--- src/rtl/odo_sbox_lut_bank_if.sv ---
// Load / lookup / result bundle for the Odo S-box bank.
// The master side is the table loader and requester; the slave side is the bank.
interface odo_sbox_lut_bank_if #(
  parameter int WIDTH = 6,
  parameter int LANES = 4
);
  logic                   load_start;
  logic                   load_valid;
  logic [WIDTH-1:0]       load_data;
  logic                   load_ready;
  logic                   load_done;
  logic                   table_ready;
  logic                   in_valid;
  logic                   in_ready;
  logic [LANES*WIDTH-1:0] in_data;
  logic                   out_valid;
  logic [LANES*WIDTH-1:0] out_data;
  logic                   perm_err;

  modport master (
    output load_start, load_valid, load_data, in_valid, in_data,
    input  load_ready, load_done, table_ready, in_ready, out_valid, out_data, perm_err
  );

  modport slave (
    input  load_start, load_valid, load_data, in_valid, in_data,
    output load_ready, load_done, table_ready, in_ready, out_valid, out_data, perm_err
  );
endinterface

--- src/rtl/odo_sbox_lut_bank.sv ---
// Runtime-loadable multi-lane S-box table; lookups are gated by a load FSM that drains in-flight work first.
// Optional duplicate-value detection on load is enabled by defining ODO_SBOX_PERM_CHECK_EN.
module odo_sbox_lut_bank #(
  parameter int WIDTH    = 6,
  parameter int LANES    = 4,
  parameter int PIPE_OUT = 1
) (
  input  logic                 clk,
  input  logic                 rst,
  odo_sbox_lut_bank_if.slave   sbox
);
  localparam int DEPTH = 1 << WIDTH;

  typedef enum logic [1:0] {S_EMPTY, S_DRAIN, S_LOAD, S_READY} state_e;

  state_e                 state_q, state_d;
  logic [WIDTH-1:0]       cnt_q, cnt_d;
  logic                   done_q, done_d;
  logic                   load_init;
  logic                   ld_acc;
  logic                   lk_acc;
  logic                   pipe_busy;
  logic [WIDTH-1:0]       mem [DEPTH];
  logic                   rd_vld_q;
  logic [LANES*WIDTH-1:0] rd_dat_q, rd_dat_d;
  logic                   out_vld;
  logic [LANES*WIDTH-1:0] out_dat;

  // A restart request wins over a word presented in the same cycle.
  assign ld_acc = (state_q == S_LOAD) && sbox.load_valid && !sbox.load_start;
  assign lk_acc = (state_q == S_READY) && sbox.in_valid;

  assign sbox.load_ready  = (state_q == S_LOAD);
  assign sbox.table_ready = (state_q == S_READY);
  assign sbox.in_ready    = (state_q == S_READY);
  assign sbox.load_done   = done_q;
  assign sbox.out_valid   = out_vld;
  assign sbox.out_data    = out_dat;

  always_comb begin
    state_d   = state_q;
    cnt_d     = cnt_q;
    done_d    = 1'b0;
    load_init = 1'b0;
    case (state_q)
      S_EMPTY: if (sbox.load_start) state_d = S_DRAIN;
      S_DRAIN: if (!pipe_busy) begin
        state_d   = S_LOAD;
        load_init = 1'b1;
        cnt_d     = '0;
      end
      S_LOAD: begin
        if (sbox.load_start) begin
          load_init = 1'b1;
          cnt_d     = '0;
        end else if (sbox.load_valid) begin
          cnt_d = cnt_q + 1'b1;
          if (cnt_q == WIDTH'(DEPTH - 1)) begin
            state_d = S_READY;
            done_d  = 1'b1;
          end
        end
      end
      S_READY: if (sbox.load_start) state_d = S_DRAIN;
      default: state_d = S_EMPTY;
    endcase
  end

  always_ff @(posedge clk or posedge rst) begin
    if (rst) begin
      state_q <= S_EMPTY;
      cnt_q   <= '0;
      done_q  <= 1'b0;
    end else begin
      state_q <= state_d;
      cnt_q   <= cnt_d;
      done_q  <= done_d;
    end
  end

  // Table contents survive reset; they are meaningless until a load completes.
  always_ff @(posedge clk) begin
    if (ld_acc) mem[cnt_q] <= sbox.load_data;
  end

  always_comb begin
    rd_dat_d = rd_dat_q;
    for (int k = 0; k < LANES; k++) begin
      rd_dat_d[k*WIDTH +: WIDTH] = mem[sbox.in_data[k*WIDTH +: WIDTH]];
    end
  end

  always_ff @(posedge clk or posedge rst) begin
    if (rst) begin
      rd_vld_q <= 1'b0;
      rd_dat_q <= '0;
    end else begin
      rd_vld_q <= lk_acc;
      if (lk_acc) rd_dat_q <= rd_dat_d;
    end
  end

  if (PIPE_OUT != 0) begin : g_pipe
    logic                   out_vld_q;
    logic [LANES*WIDTH-1:0] out_dat_q;

    always_ff @(posedge clk or posedge rst) begin
      if (rst) begin
        out_vld_q <= 1'b0;
        out_dat_q <= '0;
      end else begin
        out_vld_q <= rd_vld_q;
        if (rd_vld_q) out_dat_q <= rd_dat_q;
      end
    end

    assign out_vld   = out_vld_q;
    assign out_dat   = out_dat_q;
    assign pipe_busy = rd_vld_q | out_vld_q;
  end else begin : g_nopipe
    assign out_vld   = rd_vld_q;
    assign out_dat   = rd_dat_q;
    assign pipe_busy = rd_vld_q;
  end

`ifdef ODO_SBOX_PERM_CHECK_EN
  logic [DEPTH-1:0] seen_q;
  logic             perm_err_q;

  always_ff @(posedge clk or posedge rst) begin
    if (rst) begin
      seen_q     <= '0;
      perm_err_q <= 1'b0;
    end else begin
      if (load_init) seen_q <= '0;
      else if (ld_acc) seen_q[sbox.load_data] <= 1'b1;
      if (sbox.load_start) perm_err_q <= 1'b0;
      else if (ld_acc && seen_q[sbox.load_data]) perm_err_q <= 1'b1;
    end
  end

  assign sbox.perm_err = perm_err_q;
`else
  assign sbox.perm_err = 1'b0;
`endif
endmodule

--- src/flat_wrapper.sv ---
// flat-port wrapper written by rule: the top's interface ports become plain ports
module odo_sbox_lut_bank_flat 
#(
  parameter int WIDTH    = 6,
  parameter int LANES    = 4,
  parameter int PIPE_OUT = 1
)
  (clk, rst, sbox_load_start, sbox_load_valid, sbox_load_data, sbox_in_valid, sbox_in_data, sbox_load_ready, sbox_load_done, sbox_table_ready, sbox_in_ready, sbox_out_valid, sbox_out_data, sbox_perm_err);
  odo_sbox_lut_bank_if #(.WIDTH(WIDTH), .LANES(LANES)) sbox_i ();
  input  logic clk;
  input  logic rst;
  input wire logic [$bits(sbox_i.load_start)-1:0] sbox_load_start;
  input wire logic [$bits(sbox_i.load_valid)-1:0] sbox_load_valid;
  input wire logic [$bits(sbox_i.load_data)-1:0] sbox_load_data;
  input wire logic [$bits(sbox_i.in_valid)-1:0] sbox_in_valid;
  input wire logic [$bits(sbox_i.in_data)-1:0] sbox_in_data;
  output wire logic [$bits(sbox_i.load_ready)-1:0] sbox_load_ready;
  output wire logic [$bits(sbox_i.load_done)-1:0] sbox_load_done;
  output wire logic [$bits(sbox_i.table_ready)-1:0] sbox_table_ready;
  output wire logic [$bits(sbox_i.in_ready)-1:0] sbox_in_ready;
  output wire logic [$bits(sbox_i.out_valid)-1:0] sbox_out_valid;
  output wire logic [$bits(sbox_i.out_data)-1:0] sbox_out_data;
  output wire logic [$bits(sbox_i.perm_err)-1:0] sbox_perm_err;
  assign sbox_i.load_start = sbox_load_start;
  assign sbox_i.load_valid = sbox_load_valid;
  assign sbox_i.load_data = sbox_load_data;
  assign sbox_i.in_valid = sbox_in_valid;
  assign sbox_i.in_data = sbox_in_data;
  assign sbox_load_ready = sbox_i.load_ready;
  assign sbox_load_done = sbox_i.load_done;
  assign sbox_table_ready = sbox_i.table_ready;
  assign sbox_in_ready = sbox_i.in_ready;
  assign sbox_out_valid = sbox_i.out_valid;
  assign sbox_out_data = sbox_i.out_data;
  assign sbox_perm_err = sbox_i.perm_err;
  odo_sbox_lut_bank #(.WIDTH(WIDTH), .LANES(LANES), .PIPE_OUT(PIPE_OUT)) u_core (.clk(clk), .rst(rst), .sbox(sbox_i));
endmodule
--- config.mk ---
export PLATFORM = sky130hd
export DESIGN_NAME = odo_sbox_lut_bank_flat
export DESIGN_NICKNAME = d
export VERILOG_FILES = /design/src/rtl/odo_sbox_lut_bank_if.sv /design/src/rtl/odo_sbox_lut_bank.sv /design/src/flat_wrapper.sv
export SDC_FILE = /design/constraint.sdc
export NUM_CORES = 1
export LEC_CHECK = 0
export BUFFER_PORTS_ARGS = -buffer_cell sky130_fd_sc_hd__buf_2
export CAP_MARGIN = 20
export CORE_ASPECT_RATIO = 2
export CORE_MARGIN = 4
export CORE_UTILIZATION = 40
export DETAILED_ROUTE_END_ITERATION = 16
export GPL_TIMING_DRIVEN = 0
export PLACE_DENSITY_LB_ADDON = 0.25
export SYNTH_ARGS = -nofsm -noshare
export SYNTH_HDL_FRONTEND = slang
export SYNTH_SLANG_ARGS = --single-unit
--- constraint.sdc ---
create_clock -name clk -period 4.5 [get_ports clk]
set_input_delay 0.9 -clock clk [delete_from_list [all_inputs] [get_ports clk]]
set_output_delay 0.9 -clock clk [all_outputs]
set_load 0.005 [all_outputs]
==> results.sh, run 1 <==
export IMPL_drc_errors=0
export IMPL_cp_depth=6
export IMPL_synth_main_ff_cell="edfxtp_1"
export IMPL_synth_edf_count=384
export IMPL_p_switching_w=0.00269
export IMPL_track_usage=0.357
export IMPL_cts_tree="yes"
export IMPL_synth_area_um2=27100
export IMPL_dieArea_um2=72100
export IMPL_grt_max_degree=65
export IMPL_worstMarginPinSlew_ps=1260
export IMPL_ys_ff_latch=443
export IMPL_core_area_um2=66900
export IMPL_synthToLayoutAreaGrowth_pct=11.0
export IMPL_drtAntennaViolNets=0
export IMPL_cts_path_max_buffers=3
export IMPL_arrival_ps=4150
export IMPL_via_per_inst=6.96
export IMPL_synth_area_leaders="edfxtp_1 (43%), mux4_2 (18%), mux2i_1 (14%)"
export IMPL_vdd_drop_max_v=0.000291
export IMPL_wl_um=130000
export IMPL_power_density_nw_per_um2=319
export IMPL_detailed_place_hpwl_um=99500
export IMPL_hold_buffers=0
export IMPL_rsz0062_at_grt="false"
export IMPL_gp_congestion=1.04
export IMPL_drt_iter0_markers=2327
export IMPL_antenna_found_initial=7
export IMPL_fmax_ghz=0.274
export IMPL_hp_class="input port to async pin"
export IMPL_num_io_pins=65
export IMPL_clock_sinks=443
export IMPL_drive_gt1_frac=0.247
export IMPL_crit_chain="buf_2 -> clkbuf_1 -> clkbuf_1 -> mux2i_1 -> o2111ai_1 -> a221o_1"
export IMPL_r2r_slack_ps=1030
export IMPL_fin_crit_ps=3650
export IMPL_yosys_area_top_type="edfxtp_1"
export IMPL_yosys_warnings=0
export IMPL_status="finished clean"
export IMPL_pwr_share_seq=0.468
export IMPL_cp_end_kind="flop"
export IMPL_cap_violations=0
export IMPL_setup_viol=0
export IMPL_startpoint_type="input port"
export IMPL_critPathSlowestCell="clkbuf_1"
export IMPL_crit_top_cell="clkbuf_1"
export IMPL_finClkSkew_ps=17.4
export IMPL_grt_pass1_vias=20916
export IMPL_pwr_share_comb=0.141
export IMPL_synth_fp_nets=1935
export IMPL_syn_avg_cell_area_um2=14.3
export IMPL_swShare=0.281
export IMPL_port_buffers=54
export IMPL_p_int_w=0.00689
export IMPL_required_ps=5000
export IMPL_slew_headroom=0.157
export IMPL_first_pass_iters=6
export IMPL_crit_path_max_incr_delay_ps=920
export IMPL_die_y_um=376
export IMPL_hold_viol_final=0
export IMPL_synth_top_area_frac=0.426
export IMPL_vias=20385
export IMPL_critPathKind="input port to flop"
export IMPL_critical_path_top_delay_family="buffers and inverters"
export IMPL_clock_latency_ps=620
export IMPL_hold_ws_ps=316
export IMPL_netlist_cell_type_count=47
export IMPL_final_nets=2048
export IMPL_std_cell_rows=134
export IMPL_cp_buffers_inverters=3
export IMPL_rr_worst_depth=7
export IMPL_start_util=0.404
export IMPL_grt_pass1_wl_um=174000
export IMPL_crit_fanout=10
export IMPL_min_period_over_period=0.811
export IMPL_drv_slew=0
export IMPL_htreeDepth=2
export IMPL_synthCells=1896
export IMPL_seq_area_frac_synth=0.481
export IMPL_cts_setup_buffers=0
export IMPL_leakage_nw=10.8
export IMPL_die_width_um=192
export IMPL_clkTransAtPathRegs_ps=70
export IMPL_cts_resized=0
export IMPL_root_buffer="clkbuf_16"
export IMPL_power_share_clock=0.391
export IMPL_num_fill_cells=5959
export IMPL_async_reset_ff_frac=0.133
export IMPL_wl_per_cell_um=44.2
export IMPL_grt_overflow_total=0
export IMPL_cts_made_buffers=44
export IMPL_fin_setup_tns_ps=0
==> final cells by class <==
type	instances	area (µm²)	share of cell area
Multi-Input combinational cell	1285	13300	0.441
Sequential cell	443	13000	0.433
Clock buffer	53	1150	0.0385
Tap cell	884	1110	0.0368
Buffer	162	768	0.0256
Timing Repair Buffer	67	468	0.0156
Clock inverter	27	238	0.00792
Inverter	6	22.5	0.000750
Antenna cell	2	5.00	0.000167
==> worst paths after layout <==
check	from	to
setup / recovery	sbox_in_data[16]	u_core.rd_dat_q[15]
hold / removal	rst	u_core.rd_dat_q[6]
setup reg to reg	u_core.state_q[0]	u_core.mem[4][2]
hold reg to reg	u_core.rd_vld_q	u_core.sbox.out_valid
max in group asynchronous	rst	u_core.sbox.out_data[12]
min in group clk	u_core.rd_vld_q	u_core.sbox.out_valid
==> flip-flops by register name, summed over array words and instances, names as in the netlist <==
signal	cells
u_core.mem	384
u_core.rd_vld_q	1
u_core.sbox.out_valid	1
u_core.state_q	2
u_core.sbox.out_data	24
u_core.rd_dat_q	24
u_core.cnt_q	6
u_core.sbox.load_done	1
==> Yosys cell counts (all sizes together) (2+ instances only) <==
library cell,n
a211oi,6
a21oi,20
a221o,6
a22o,12
a22oi,132
a41o,15
and2,8
and3,7
buf,103
clkbuf,59
dfrtp,59
edfxtp,384
ha,4
inv,5
mux2,63
mux2i,370
mux4,228
nand2,105
nand2b,9
nand3,80
nand3b,8
nand4,22
nor2,86
nor2b,21
nor3,11
nor4,3
o2111ai,6
o211ai,36
o21ai,8
o221ai,6
o22ai,2
o31ai,2
or3,2
==> cell usage in the layout, fill, tap and decap left out, types with 8 or more instances in the layout <==
master     instances
nand2_1          105
clkbuf_1          66
o21ai_0            8
nor3_1            11
a22o_1            12
a21oi_1           20
mux2_2            63
mux4_1             8
nand3b_1           8
dfrtp_1           59
edfxtp_1         384
clkbuf_16         44
nand4_1           22
buf_1             17
o211ai_1          36
a22oi_1          132
nor2b_1           21
nand2b_1           9
buf_2            129
buf_4              9
nor2_1            86
mux4_2           220
nand3_1           80
a41o_1            15
mux2i_1          370
==> power by group through the flow <==
stage	Clock [W]	Combinational, W	Sequential (W)
4_1_cts	0.00376	0.00131	0.00448
2_1_floorplan	0	0.000716	0.00457
3_5_place_dp	0	0.00130	0.00457
6_report	0.00375	0.00135	0.00448
3_3_place_gp	0	0.00128	0.00457
5_1_grt	0.00393	0.00135	0.00448
==> kinds of logic after synthesis <==
kind of cell / synth area share
other cells: 0.000139
mux: 0.354
fa+ha+maj: 0.00185
flops: 0.481
buf+inv: 0.0292
compound gates: 0.0712
simple gates: 0.0628
==> layer usage <==
layer | track usage | vias up | wire (µm)
met5 | 0 | - | 43
met3 | 0.0661 | 581 | 8910
met1 | 0.345 | 10392 | 38000
met2 | 0.615 | 1369 | 65400
met4 | 0.355 | 6 | 17300
li1 | - | 8037 | -
==> stage by stage <==
step / utilization / cell area, µm² / worst slack (ps) / std cells / total power, W
floorplan: - / 27100 / 1900 / 1896 / 0.00528
global placement: 0.425 / 28400 / 413 / 2834 / 0.00586
detailed placement: 0.428 / 28600 / 422 / 2845 / 0.00587
CTS: 0.448 / 30000 / 1030 / 2925 / 0.00954
global route: 0.449 / 30000 / 974 / 2927 / 0.00976
finish: 0.449 / 30000 / 848 / 2929 / 0.00958
(Power assumes the default switching activity.)
==> run 2, diff against run 1 <==
==> constraint.sdc (replaced) <==
create_clock -name clk -period 3.3 [get_ports clk]
set_input_delay 0.66 -clock clk [delete_from_list [all_inputs] [get_ports clk]]
set_output_delay 0.66 -clock clk [all_outputs]
set_load 0.005 [all_outputs]
==> run 2 against run 1 <==
Largest cell class unchanged. Die area is the same. The run now ends with setup timing left. Hold slack lost 240 ps. Clock skew grew 5.8 ps. Combinational power grew 36%. Register-to-register slack lost 1000 ps. Clock power grew 37%. Cell area is essentially flat. Cell count is essentially flat. Power grew 36%. Utilization is essentially flat. Sequential cell count is the same. Critical path depth is the same. Critical endpoint unchanged.
==> results.sh, run 2 (synthesized netlist as in run 1, its figures left out) <==
export IMPL_worstMarginPinSlew_ps=1290
export IMPL_power_share_clock=0.392
export IMPL_detailed_place_hpwl_um=99500
export IMPL_num_io_pins=65
export IMPL_largest_reg_flops=384
export IMPL_grt_pass1_vias=20932
export IMPL_htreeDepth=2
export IMPL_start_util=0.404
export IMPL_hold_buffers=0
export IMPL_rsz0062_at_grt="false"
export IMPL_power_density_nw_per_um2=435
export IMPL_arrival_ps=3860
export IMPL_crit_start="sbox_in_data[16]"
export IMPL_pwr_share_seq=0.468
export IMPL_die_y_um=376
export IMPL_wl_per_cell_um=44.3
export IMPL_hold_ws_ps=73.4
export IMPL_first_pass_iters=6
export IMPL_via_per_inst=6.96
export IMPL_pwr_share_comb=0.141
export IMPL_dpl_cell_area_um2=28600
export IMPL_leakage_nw=10.8
export IMPL_critical_path_top_delay_family="buffers and inverters"
export IMPL_drv_slew=0
export IMPL_finish_instance_area_um2=30100
export IMPL_crit_path_max_incr_delay_ps=910
export IMPL_layout_common_cells="edfxtp_1 (384), mux2i_1 (370), mux4_2 (220)"
export IMPL_gp_congestion=1.04
export IMPL_min_period_over_period=1.02
export IMPL_drc_errors=0
export IMPL_final_nets=2048
export IMPL_hold_viol_final=0
export IMPL_top_register="u_core.mem"
export IMPL_antenna_found_initial=7
export IMPL_critPathSlowestCell="clkbuf_1"
export IMPL_violations="setup timing"
export IMPL_synthToLayoutAreaGrowth_pct=11.1
export IMPL_cap_violations=0
export IMPL_cts_path_max_buffers=3
export IMPL_crit_fanout=10
export IMPL_fin_crit_ps=3360
export IMPL_p_switching_w=0.00367
export IMPL_finClkSkew_ps=23.2
export IMPL_setup_viol=1
export IMPL_cts_tree="yes"
export IMPL_fin_ws_ps=-61.7
export IMPL_slew_headroom=0.141
export IMPL_wl_um=130000
export IMPL_vias=20388
export IMPL_grt_pass1_wl_um=174000
export IMPL_stdcell_count=2930
export IMPL_p_int_w=0.00939
export IMPL_clock_sinks=443
export IMPL_status="finished, violations left"
export IMPL_crit_top_cell="clkbuf_1"
export IMPL_critPathKind="input port to flop"
export IMPL_die_width_um=192
export IMPL_cp_buffers_inverters=3
export IMPL_power_w=0.0131
export IMPL_crit_chain="buf_2 -> clkbuf_1 -> clkbuf_1 -> mux2i_1 -> o2111ai_1 -> a221o_1"
export IMPL_clkTransAtPathRegs_ps=70
export IMPL_swShare=0.281
export IMPL_port_buffers=54
export IMPL_drive_gt1_frac=0.251
export IMPL_dieArea_um2=72100
export IMPL_placedCellCount=2845
export IMPL_root_buffer="clkbuf_16"
export IMPL_cp_end_kind="flop"
export IMPL_grt_max_degree=65
export IMPL_drt_iter0_markers=2365
export IMPL_core_area_um2=66900
export IMPL_startpoint_type="input port"
export IMPL_track_usage=0.357
export IMPL_num_fill_cells=5953
export IMPL_hp_class="input port to async pin"
export IMPL_r2r_start="u_core.state_q[0]"
export IMPL_final_util=0.449
export IMPL_final_common_cell="edfxtp_1"
export IMPL_cts_made_buffers=44
export IMPL_required_ps=3800
export IMPL_grt_overflow_total=0
export IMPL_clock_latency_ps=620
export IMPL_drtAntennaViolNets=0
export IMPL_fmax_ghz=0.297
export IMPL_vdd_drop_max_v=0.000398
export IMPL_std_cell_rows=134
==> run 2: cell count changes in the layout (fill, tap and decap cells not counted) <==
cell,delta
nor2_1,-8
nand3_2,+1
nor2_2,+8
nand3_1,-1
diode_2,+1
==> run 2: cell type report <==
cell class                      instances  area, µm²  share of cell area
Multi-Input combinational cell       1285      13300               0.442
Clock buffer                           53       1150              0.0384
Sequential cell                       443      13000               0.433
Buffer                                162        768              0.0256
Antenna cell                            3       7.51            0.000250
Clock inverter                         27        238             0.00791
Tap cell                              884       1110              0.0368
Timing Repair Buffer                   67        468              0.0156
Inverter                                6       22.5            0.000749
==> run 2: worst paths after layout <==
check	to	slack, ps	cells after the start
min in group clk	u_core.sbox.out_valid	380	0
hold reg to reg	u_core.sbox.out_valid	380	0
setup reg to reg	u_core.mem[38][3]	20	7
max in group asynchronous	u_core.sbox.out_data[12]	2590	3
hold / removal	u_core.rd_dat_q[6]	70	2
setup / recovery	u_core.rd_dat_q[15]	-60	6
==> run 2: what timing repair did <==
action | 4_1_cts | 5_1_grt
cloned | 0 | 0
setup buffers | 0 | 0
resized for setup | 2 | 7
setup endpoints to repair | 12 | 42
==> run 2: routing by layer <==
metal | GRT usage | routed length (µm) | up-vias
met5 | 0.00210 | 39 | -
met4 | 0.356 | 17000 | 6
met3 | 0.0662 | 8610 | 552
met2 | 0.614 | 65800 | 1367
met1 | 0.344 | 38300 | 10438
li1 | - | - | 8025
==> run 2: power groups by stage <==
stage | clock (W) | sequential [W] | combinational (W)
final | 0.00512 | 0.00611 | 0.00184
after global routing | 0.00535 | 0.00611 | 0.00185
after CTS | 0.00512 | 0.00611 | 0.00178
after detailed placement | 0 | 0.00623 | 0.00178
after global placement | 0 | 0.00623 | 0.00175
after floorplan | 0 | 0.00623 | 0.000976
==> run 2: per-stage QoR <==
stage,setup slack [ps],TNS (ps)
floorplan,942,0
global placement,-547,-10410
detailed placement,-538,-10950
CTS,-35.3,-198
global route,16.8,0
finish,-61.7,-61.7
